**src/rtl/pkt_merger.sv**
```systemverilog
// Round-robin merge of NUM_CHANNELS packet streams into one registered output stream.
// Define PKT_MERGER_DROP_EN to drop an output packet stalled for DROP_WAIT cycles.
module pkt_merger #(
    parameter int PACKET_BITS  = 72,
    parameter int NUM_CHANNELS = 8,
    parameter int DROP_WAIT    = 256
) (
    input  logic                                 clk,
    input  logic                                 reset,
    input  logic [NUM_CHANNELS*PACKET_BITS-1:0]  pkt_in_data_in,
    input  logic [NUM_CHANNELS-1:0]              pkt_in_vld_in,
    output logic [NUM_CHANNELS-1:0]              pkt_in_rdy_out,
    output logic [PACKET_BITS-1:0]               pkt_out_data_out,
    output logic                                 pkt_out_vld_out,
    input  logic                                 pkt_out_rdy_in,
    output logic                                 mg_cnt_out,
    output logic                                 drp_cnt_out
);

    localparam int CH_W = (NUM_CHANNELS > 1) ? $clog2(NUM_CHANNELS) : 1;

    logic [PACKET_BITS-1:0] data_q, data_d;
    logic                   vld_q, vld_d;
    logic [CH_W-1:0]        last_grant_q, last_grant_d;
    logic                   mg_q, mg_d;

    logic            load_en;
    logic            grant_vld;
    logic [CH_W-1:0] grant;
    logic [CH_W-1:0] arb_idx;
    logic            transfer;

    assign load_en  = !vld_q || pkt_out_rdy_in;
    assign transfer = load_en && grant_vld;

    // Scan from furthest to nearest so the nearest valid channel after last_grant wins.
    always_comb begin
        grant_vld = 1'b0;
        grant     = last_grant_q;
        arb_idx   = '0;
        for (int i = NUM_CHANNELS; i >= 1; i--) begin
            arb_idx = CH_W'((int'(last_grant_q) + i) % NUM_CHANNELS);
            if (pkt_in_vld_in[arb_idx]) begin
                grant_vld = 1'b1;
                grant     = arb_idx;
            end
        end
    end

    genvar gi;
    generate
        for (gi = 0; gi < NUM_CHANNELS; gi++) begin : g_rdy
            assign pkt_in_rdy_out[gi] = load_en && grant_vld && (grant == CH_W'(gi));
        end
    endgenerate

`ifdef PKT_MERGER_DROP_EN
    localparam int SC_W = $clog2(DROP_WAIT + 1);

    logic [SC_W-1:0] stall_cnt_q, stall_cnt_d;
    logic            drp_q, drp_d;
    logic            stalled;

    assign stalled = vld_q && !pkt_out_rdy_in;
`endif

    always_comb begin
        data_d       = data_q;
        vld_d        = vld_q;
        last_grant_d = last_grant_q;
        mg_d         = 1'b0;
        if (transfer) begin
            data_d       = pkt_in_data_in[int'(grant)*PACKET_BITS +: PACKET_BITS];
            vld_d        = 1'b1;
            last_grant_d = grant;
            mg_d         = 1'b1;
        end else if (load_en) begin
            vld_d = 1'b0;
        end
`ifdef PKT_MERGER_DROP_EN
        drp_d       = 1'b0;
        stall_cnt_d = '0;
        // A stalled cycle never loads (load_en is low), so the drop only withdraws valid.
        if (stalled) begin
            if (stall_cnt_q == SC_W'(DROP_WAIT - 1)) begin
                vld_d = 1'b0;
                drp_d = 1'b1;
            end else begin
                stall_cnt_d = stall_cnt_q + 1'b1;
            end
        end
`endif
    end

    always_ff @(posedge clk or negedge reset) begin
        if (!reset) begin
            data_q       <= '0;
            vld_q        <= 1'b0;
            last_grant_q <= CH_W'(NUM_CHANNELS - 1);
            mg_q         <= 1'b0;
        end else begin
            data_q       <= data_d;
            vld_q        <= vld_d;
            last_grant_q <= last_grant_d;
            mg_q         <= mg_d;
        end
    end

`ifdef PKT_MERGER_DROP_EN
    always_ff @(posedge clk or negedge reset) begin
        if (!reset) begin
            stall_cnt_q <= '0;
            drp_q       <= 1'b0;
        end else begin
            stall_cnt_q <= stall_cnt_d;
            drp_q       <= drp_d;
        end
    end

    assign drp_cnt_out = drp_q;
`else
    assign drp_cnt_out = 1'b0;
`endif

    assign pkt_out_data_out = data_q;
    assign pkt_out_vld_out  = vld_q;
    assign mg_cnt_out       = mg_q;

endmodule

```
**config.mk**
```make
export PLATFORM = sky130hd
export DESIGN_NAME = pkt_merger
export DESIGN_NICKNAME = d
export VERILOG_FILES = /design/src/rtl/pkt_merger.sv
export SDC_FILE = /design/constraint.sdc
export NUM_CORES = 1
export LEC_CHECK = 0
export ABC_AREA = 0
export BUFFER_PORTS_ARGS = -buffer_cell sky130_fd_sc_hd__buf_2
export CORE_AREA = 3 3 257 259
export DETAILED_ROUTE_END_ITERATION = 16
export DIE_AREA = 0 0 260 262
export PLACE_DENSITY = 0.41
export SYNTH_ARGS = -nofsm -noshare
export SYNTH_HDL_FRONTEND = slang
export SYNTH_SLANG_ARGS = --single-unit
```
**constraint.sdc**
```tcl
create_clock -name clk -period 7.8 [get_ports clk]
set_input_delay 0.39 -clock clk [delete_from_list [all_inputs] [get_ports clk]]
set_output_delay 0.39 -clock clk [all_outputs]
set_load 0.03 [all_outputs]
```
==> impl_metrics.ini, run 1 <==
[worst_setup_path]
endpoint_kind = flip-flop
r2r_setup_slack_ns = 1.60
reg2reg_depth = 11
endpoint = pkt_out_data_out[71]
startpoint_type = flip-flop
slowest_stage = dfstp_4
startpoint = last_grant_q[0]
critPathMaxFanout = 137
critical_path_class = reg -> reg
crit_chain = clkinv_2, ha_1, mux4_2, mux2i_1, nand4_1, a311o_1, a31oi_4, buf_12, nor3_1, a2111oi_0, a221o_1
slowest_delay_ns = 1.15
worstPathRequired_ns = 8.12
critPathTopFamily = compound AO/OA/AOI/OAI gates
cp.depth = 11
path_buf_inv = 2
reg2reg_from = last_grant_q[0]
cp.arrival_ns = 6.52
rr_endpoint = pkt_out_data_out[71]

[synth]
synth_edf_count = 0
synthDistinctLibCells = 54
ys_ff_latch = 77
syn_nets = 2244
avgSynthCellArea_um2 = 7.43
async_flop_share = 1.00
synth-seq-area-share = 0.157
syn_area_um2 = 12300
synth_flop_cell = dfrtp_1
synth_cells = 1655
ys_warn_count = 0

[worst_hold_path]
hp-class = in -> reg
worstHoldStart = pkt_in_data_in[395]

[timing]
fin_crit_sh = 0.795
hold_violations = 0
layout_setup_ws_ns = 1.60
max_slew_margin = 0.211
period_needed_ns = 6.20
tightest_slew_ns = 1.18
tns_ns = 0
rsz0062_at_grt = false
fin_skew_ns = 0.00974
setup_viol = 0
max_freq_ghz = 0.161
fin_hold_ws_ns = 0.437
report.final.slew_viol_count = 0

[route]
vias = 15858
first_iter_violations = 1083
vias_per_cell = 5.21
drc = 0
ant_nets = 0
dr.pass1.iters = 5
wl_per_cell_um = 23.1
wl_mm = 70.3

[clock_network]
cts.repair.resized = 0
cts_tree = built
h-tree-depth = 3
cts_root_buf = clkbuf_16
clock-sinks = 77
cts_buffers = 9
clk_path_buf_depth = 2
clkSlewWorstSetupHoldPaths_ns = 0.08
postCtsSetupBuffers = 0
clk_latency_ns = 0.38
cts_hold_buf = 1

[final_layout]
fillCellCount = 7079
nNetsFinal = 2762
syn_to_final_growth_pct = 35.4
final_cell_mix = 667 x buf_2, 267 x nand2_1, 235 x mux2i_1, 148 x and3_1, 145 x o21ai_0
final_cells = 3044
drive_gt1_frac = 0.343
final_common_cell = buf_2

[floorplanning]
core_area_um2 = 64100
dieWidth_um = 260
io_pins = 670
die_y_um = 262
initial_core_util = 0.192
rows = 93
dieArea_um2 = 68100

[global_routing]
antenna_found_initial = 20
grt_max_degree = 138
first_global_vias = 15753
grt_remaining_overflow = 0
track_usage = 0.192
grt_first_pass_wirelength_mm = 98.8

[run]
max_cap_violations = 0

[run_status]
status = complete, no violations

[place]
gp_congestion = 0.815
io_buffers = 668
placed_cells = 3016
dp_hpwl_mm = 50.4
post-place-ws_ns = 1.58
[metrics by stage]
stage | cell area (um^2) | utilization
2_1_floorplan | 12300 | -
3_3_place_gp | 16300 | 0.254
3_5_place_dp | 16300 | 0.254
4_1_cts | 16600 | 0.259
5_1_grt | 16600 | 0.260
6_report | 16600 | 0.260
[routing by layer]
| metal | vias to the layer above | global-route usage | wire length [um] | share of wire |
|---|---|---|---|---|
| li1 | 7395 | - | - | - |
| met1 | 7659 | 0.229 | 28500 | 0.41 |
| met2 | 686 | 0.337 | 35300 | 0.50 |
| met3 | 106 | 0.0342 | 4310 | 0.061 |
| met4 | 12 | 0.0844 | 2120 | 0.030 |
| met5 | - | 0 | 76 | 0.0011 |
[sequential cells by signal, summed over array words and instances, names as in the netlist]
| name | cells |
|---|---|
| pkt_out_data_out | 72 |
| mg_cnt_out | 1 |
| last_grant_q | 3 |
| pkt_out_vld_out | 1 |
[cells in the mapped netlist, types with 2 or more instances]
| cell type | number | area share |
|---|---|---|
| nor2_1 | 5 | 0.0015 |
| dfstp_2 | 3 | 0.0064 |
| mux2i_1 | 237 | 0.19 |
| nand4b_1 | 2 | 0.0014 |
| clkinv_1 | 2 | 0.00061 |
| nor2b_1 | 72 | 0.037 |
| ha_1 | 2 | 0.0020 |
| a221o_1 | 72 | 0.059 |
| a21oi_1 | 12 | 0.0049 |
| xnor2_1 | 4 | 0.0028 |
| nor3_1 | 74 | 0.030 |
| nor4_1 | 2 | 0.0010 |
| mux4_2 | 12 | 0.022 |
| buf_1 | 6 | 0.0018 |
| dfrtp_1 | 74 | 0.15 |
| and2_1 | 73 | 0.037 |
| inv_1 | 6 | 0.0018 |
| clkbuf_1 | 150 | 0.046 |
| nand2_1 | 267 | 0.082 |
| a311oi_1 | 60 | 0.043 |
| and2_0 | 2 | 0.0010 |
| o21ai_0 | 145 | 0.059 |
| buf_4 | 15 | 0.0092 |
| a31oi_4 | 2 | 0.0035 |
| buf_2 | 16 | 0.0065 |
| o22ai_1 | 73 | 0.037 |
| a2111oi_0 | 13 | 0.0093 |
| mux2_2 | 8 | 0.0073 |
| and3_1 | 148 | 0.075 |
| o2111ai_1 | 73 | 0.052 |
| or4_1 | 2 | 0.0012 |
[worst min-delay path, delay by kind of cell]
family,cells,cell delay [ns]
multiplexers,2,0.18
AO/OA/AOI/OAI,1,0.15
buffers and inverters,1,0.07
[how the worst min path moves through the flow]
stage,endpoint,slack (ns),cells after the start
detailed placement,pkt_out_data_out[2],0.44,1
finish,pkt_out_data_out[35],0.44,4
floorplan,mg_cnt_out,0.09,0
CTS,pkt_out_data_out[36],0.39,4
global route,pkt_out_data_out[12],0.42,4
global placement,pkt_out_data_out[2],0.44,1
[area by class of cell]
cell class | instances | area (um^2) | area share
Antenna cell | 11 | 27.5 | 0.00165
Clock buffer | 11 | 243 | 0.0146
Clock inverter | 5 | 50.0 | 0.00301
Inverter | 8 | 31.3 | 0.00188
Multi-Input combinational cell | 1383 | 9690 | 0.582
Sequential cell | 77 | 1930 | 0.116
Tap cell | 855 | 1070 | 0.0643
Timing Repair Buffer | 694 | 3590 | 0.216
[logic make-up (layout without fill, tap and decap cells)]
group | count (synthesis) | in the layout | synth area share
multiplexers | 257 | 257 | 0.222
other | 1 | 12 | 0.000305
XOR/XNOR | 6 | 6 | 0.00489
flip-flops | 77 | 77 | 0.157
buffers and inverters | 195 | 718 | 0.0657
AO/OA/AOI/OAI | 463 | 463 | 0.277
adder cells (fa/ha/maj) | 2 | 2 | 0.00204
AND/OR/NAND/NOR | 654 | 654 | 0.271
Power of run 1 is left out: the tool's default activity adds up to more than one toggle a clock period on the data nets, which glitch-free logic cannot reach.
==> inputs of run 2 (changes only) <==
--- a/config.mk
+++ b/config.mk
@@ -10,7 +10,7 @@
 export CORE_AREA = 3 3 257 259
 export DETAILED_ROUTE_END_ITERATION = 16
 export DIE_AREA = 0 0 260 262
-export PLACE_DENSITY = 0.41
+export PLACE_DENSITY = 0.42
 export SYNTH_ARGS = -nofsm -noshare
 export SYNTH_HDL_FRONTEND = slang
 export SYNTH_SLANG_ARGS = --single-unit
==> constraint.sdc (replaced) <==
create_clock -name clk -period 5.5 [get_ports clk]
set_input_delay 0.275 -clock clk [delete_from_list [all_inputs] [get_ports clk]]
set_output_delay 0.275 -clock clk [all_outputs]
set_load 0.03 [all_outputs]
==> run 2 against run 1 <==
Compared with the run above:
- wire length is 0.94% higher
- worst setup slack worse by 1.1 ns
- via count is 1.2% higher
- clock skew is 0.0016 ns higher
- sequential share of layout area is 0.23 points lower
- utilization is 0.52 points higher
- clock-buffer cell count stayed put
- register-to-register slack worse by 0.86 ns
- critical endpoint is now pkt_in_rdy_out[6]
- highest routed layer unchanged
==> impl_metrics.ini, run 2 (synthesized netlist as in run 1, its figures left out) <==
[clock_network]
clk_latency_ns = 0.38
cts_tree = built
cts_root_buf = clkbuf_16
cts.repair.resized = 0
cts_buffers = 9
postCtsSetupBuffers = 0
clk_path_buf_depth = 2
h-tree-depth = 3
clkSlewWorstSetupHoldPaths_ns = 0.08
clock-sinks = 77

[final_layout]
final_common_cell = buf_2
syn_to_final_growth_pct = 38.1
nNetsFinal = 2796
drive_gt1_frac = 0.352
largest_reg_flops = 72
final_cell_mix = 667 x buf_2, 267 x nand2_1, 235 x mux2i_1, 148 x and3_1, 145 x o21ai_0
final_cells = 3072

[route]
highest_layer = met5
wl_met3_mm = 4.26
wl_mm = 71.0
vias = 16048
ant_nets = 0
dr.pass1.iters = 6
vias_per_cell = 5.22
wl_per_cell_um = 23.1
first_iter_violations = 1076
drc = 0
met2_length_mm = 36.8
wl_met1_mm = 28.5

[timing]
tns_ns = 0
fin_skew_ns = 0.0113
period_needed_ns = 5.00
setup_viol = 0
max_slew_margin = 0.263
hold_violations = 0
fin_crit_sh = 0.908
max_freq_ghz = 0.200
rsz0062_at_grt = false
report.final.slew_viol_count = 0
tightest_slew_ns = 1.11

[global_routing]
grt_max_degree = 106
antenna_found_initial = 14
grt_remaining_overflow = 0
grt_first_pass_wirelength_mm = 103
track_usage = 0.196
first_global_vias = 16562

[floorplanning]
rows = 93
core_area_um2 = 64100
dieWidth_um = 260
initial_core_util = 0.192
die_y_um = 262
io_pins = 670
dieArea_um2 = 68100

[worst_hold_path]
hp-class = in -> reg
worstHoldStart = pkt_out_rdy_in

[worst_setup_path]
startpoint_type = flip-flop
startpoint = last_grant_q[0]
worstPathRequired_ns = 5.22
critPathMaxFanout = 35
reg2reg_from = last_grant_q[0]
endpoint_kind = output port
cp.arrival_ns = 4.72
critical_path_class = reg -> out

[place]
dp_hpwl_mm = 52.0
placed_cells = 3050
gp_congestion = 0.884
io_buffers = 668

[run_status]
status = complete, no violations

[run]
max_cap_violations = 0
-- run 2: changes by cell type in the layout (fill, tap and decap cells not counted), sizes merged --
cell,previous run,this run
bufinv,1,3
clkinv,6,2
clkinvlp,0,1
diode,11,6
buf,693,727
-- run 2: through the flow --
stage	cell area (um^2)	setup slack [ns]	utilization	hold WS (ns)
6_report	17000	0.505	0.265	0.300
5_1_grt	17000	0.267	0.265	0.304
4_1_cts	17000	0.429	0.264	0.280
3_5_place_dp	16600	0.731	0.259	0.343
3_3_place_gp	16600	0.809	0.259	0.343
2_1_floorplan	12300	0.394	-	-0.0206
-- run 2: worst paths after layout --
path	end	slack (ns)	depth (start not counted)
max in group asynchronous	pkt_out_data_out[5]	3.88	3
worst max register to register	pkt_out_data_out[40]	0.74	12
worst min register to register	pkt_out_data_out[68]	0.51	1
worst max-delay path	pkt_in_rdy_out[6]	0.50	11
min in group asynchronous	pkt_out_data_out[0]	0.45	2
worst min-delay path	pkt_out_vld_out	0.30	3
-- run 2: worst max-delay path, stage by stage, from the launching register on --
cell and delay, ns:
dfstp_4 0.73, clkinv_2 0.08, ha_1 0.54, mux4_2 0.46, or4b_1 0.63, o2111a_4 0.22
a31oi_4 0.28, xnor2_4 0.39, buf_12 0.36, buf_12 0.25, and3_1 0.17, buf_2 0.19
-- run 2: routing by layer --
metal  track usage  up-vias
li1              -     7472
met1         0.228     7847
met2         0.364      637
met3        0.0339       80
met4        0.0621       12
met5             0        -
-- run 2: layout make-up --
cell class | instances | area (um^2)
fillers | 7077 | 47100
multi-input cells | 1383 | 9680
repair buffers | 728 | 3910
flip-flops and latches | 77 | 1930
well taps | 855 | 1070
clock buffers | 11 | 233
clock inverters | 4 | 97.6
inverters | 8 | 31.3
diodes | 6 | 15.0
-- run 2: repair_timing --
action / 4_1_cts / 5_1_grt
hold buffers: 1 / 0
setup endpoints to repair: 0 / 0
endpoints found under the hold margin: 38 / 0
Power of run 2 is left out for the same reason.
==> inputs of run 3 (changes only) <==
--- a/config.mk
+++ b/config.mk
@@ -7,7 +7,9 @@
 export LEC_CHECK = 0
 export ABC_AREA = 0
 export BUFFER_PORTS_ARGS = -buffer_cell sky130_fd_sc_hd__buf_2
+export CAP_MARGIN = 40
 export CORE_AREA = 3 3 257 259
+export CTS_BUF_LIST = sky130_fd_sc_hd__clkbuf_4 sky130_fd_sc_hd__clkbuf_8
 export DETAILED_ROUTE_END_ITERATION = 16
 export DIE_AREA = 0 0 260 262
 export PLACE_DENSITY = 0.42
==> run 3 against run 2 <==
Compared with the run above:
- wire length shrank 0.63%
- die area is the same
- worst hold slack lost 0.068 ns
- final area grew 0.12%
- critical path type unchanged
==> impl_metrics.ini, run 3 (synthesized netlist as in run 1, its figures left out) <==
[run_status]
status = complete, no violations

[route]
wl_per_cell_um = 22.9
dr.pass1.iters = 5
vias_per_cell = 5.22
drc = 0
ant_nets = 0
vias = 16105
wl_mm = 70.5
first_iter_violations = 955

[final_layout]
largest_reg_flops = 72
nNetsFinal = 2798
final_common_cell = buf_2
final_cell_mix = 667 x buf_2, 267 x nand2_1, 235 x mux2i_1, 148 x and3_1, 145 x o21ai_0
syn_to_final_growth_pct = 38.2
drive_gt1_frac = 0.354

[clock_network]
cts_buffers = 9
postCtsSetupBuffers = 0
clk_path_buf_depth = 2
clkSlewWorstSetupHoldPaths_ns = 0.10
clk_latency_ns = 0.44
cts_tree = built
cts_root_buf = clkbuf_8
h-tree-depth = 3
clock-sinks = 77

[timing]
hold_violations = 0
max_freq_ghz = 0.204
tightest_slew_ns = 0.963
fin_skew_ns = 0.0133
report.final.slew_viol_count = 0
setup_viol = 0
max_slew_margin = 0.358
period_needed_ns = 4.90
tns_ns = 0
fin_hold_ws_ns = 0.232
rsz0062_at_grt = false
fin_crit_sh = 0.890

[worst_setup_path]
critical_path_class = reg -> out
endpoint_kind = output port
slowest_delay_ns = 0.74
r2r_setup_slack_ns = 0.87
reg2reg_depth = 12
cp.depth = 11
critPathMaxFanout = 35
path_common_cell = buf_12
slowest_stage = dfstp_4
startpoint_type = flip-flop
crit_chain = clkinv_2, ha_1, mux4_2, or4b_1, o2111a_4, a31oi_4, xnor2_4, buf_12, buf_12, and3_1, buf_2
cp.arrival_ns = 4.62
worstPathRequired_ns = 5.22
critPathTopFamily = buffers and inverters
path_buf_inv = 4

[floorplanning]
dieArea_um2 = 68100
rows = 93
initial_core_util = 0.192
io_pins = 670
core_area_um2 = 64100
die_y_um = 262
dieWidth_um = 260

[place]
io_buffers = 668
dp_hpwl_mm = 52.5
gp_congestion = 0.884

[worst_hold_path]
hold_depth = 3
hp-class = in -> reg

[global_routing]
first_global_vias = 16339
grt_max_degree = 106
grt_first_pass_wirelength_mm = 101
track_usage = 0.194
antenna_found_initial = 23
grt_remaining_overflow = 0

[run]
max_cap_violations = 0
[run 3: cell types whose count changed in the layout (fill, tap and decap cells not counted)]
cell,delta
clkinvlp_4,-1
bufinv_16,+1
diode_2,+9
clkbuf_8,+10
buf_16,+2
clkbuf_1,-2
clkbuf_4,+2
clkbuf_16,-9
[run 3: through the flow]
stage | cell area [um^2] | setup WS [ns] | util | cells
floorplan | 12300 | 0.394 | - | 1655
global route | 17000 | 0.371 | 0.265 | 3081
finish | 17000 | 0.603 | 0.265 | 3084
CTS | 17000 | 0.504 | 0.264 | 3069
global placement | 16600 | 0.809 | 0.259 | 3050
detailed placement | 16700 | 0.774 | 0.260 | 3052
[run 3: metal layers]
metal / vias to the layer above / track usage / share of wire
met5: - / 0 / 0.0010
met4: 14 / 0.0665 / 0.024
met3: 91 / 0.0353 / 0.062
met2: 660 / 0.354 / 0.51
met1: 7873 / 0.226 / 0.40
li1: 7467 / - / -
[run 3: timing repair]
| action | 4_1_cts | 5_1_grt |
|---|---|---|
| gates resized for setup | 0 | 0 |
| hold buffers | 1 | 0 |
| hold endpoints to repair | 38 | 0 |
[run 3: worst min-delay path, stage by stage]
cell,delay (ns)
buf_2,0.07
nand2b_1,0.20
nand2_1,0.08
[run 3: area by class of cell]
type,instances,area [um^2]
flip-flops and latches,77,1930
well taps,855,1070
repair buffers,730,3970
fillers,7078,47100
clock buffers,12,153
clock inverters,4,120
multi-input cells,1383,9680
diodes,15,37.5
inverters,8,31.3
[run 3: final timing paths]
check                                startpoint                    to
hold / removal                   pkt_out_rdy_in       pkt_out_vld_out
setup reg to reg                last_grant_q[0]   pkt_out_data_out[6]
hold reg to reg            pkt_out_data_out[65]  pkt_out_data_out[65]
setup / recovery                last_grant_q[0]     pkt_in_rdy_out[6]
min in group asynchronous                 reset   pkt_out_data_out[0]
max in group asynchronous                 reset   pkt_out_data_out[5]
Power of run 3 is left out for the same reason.
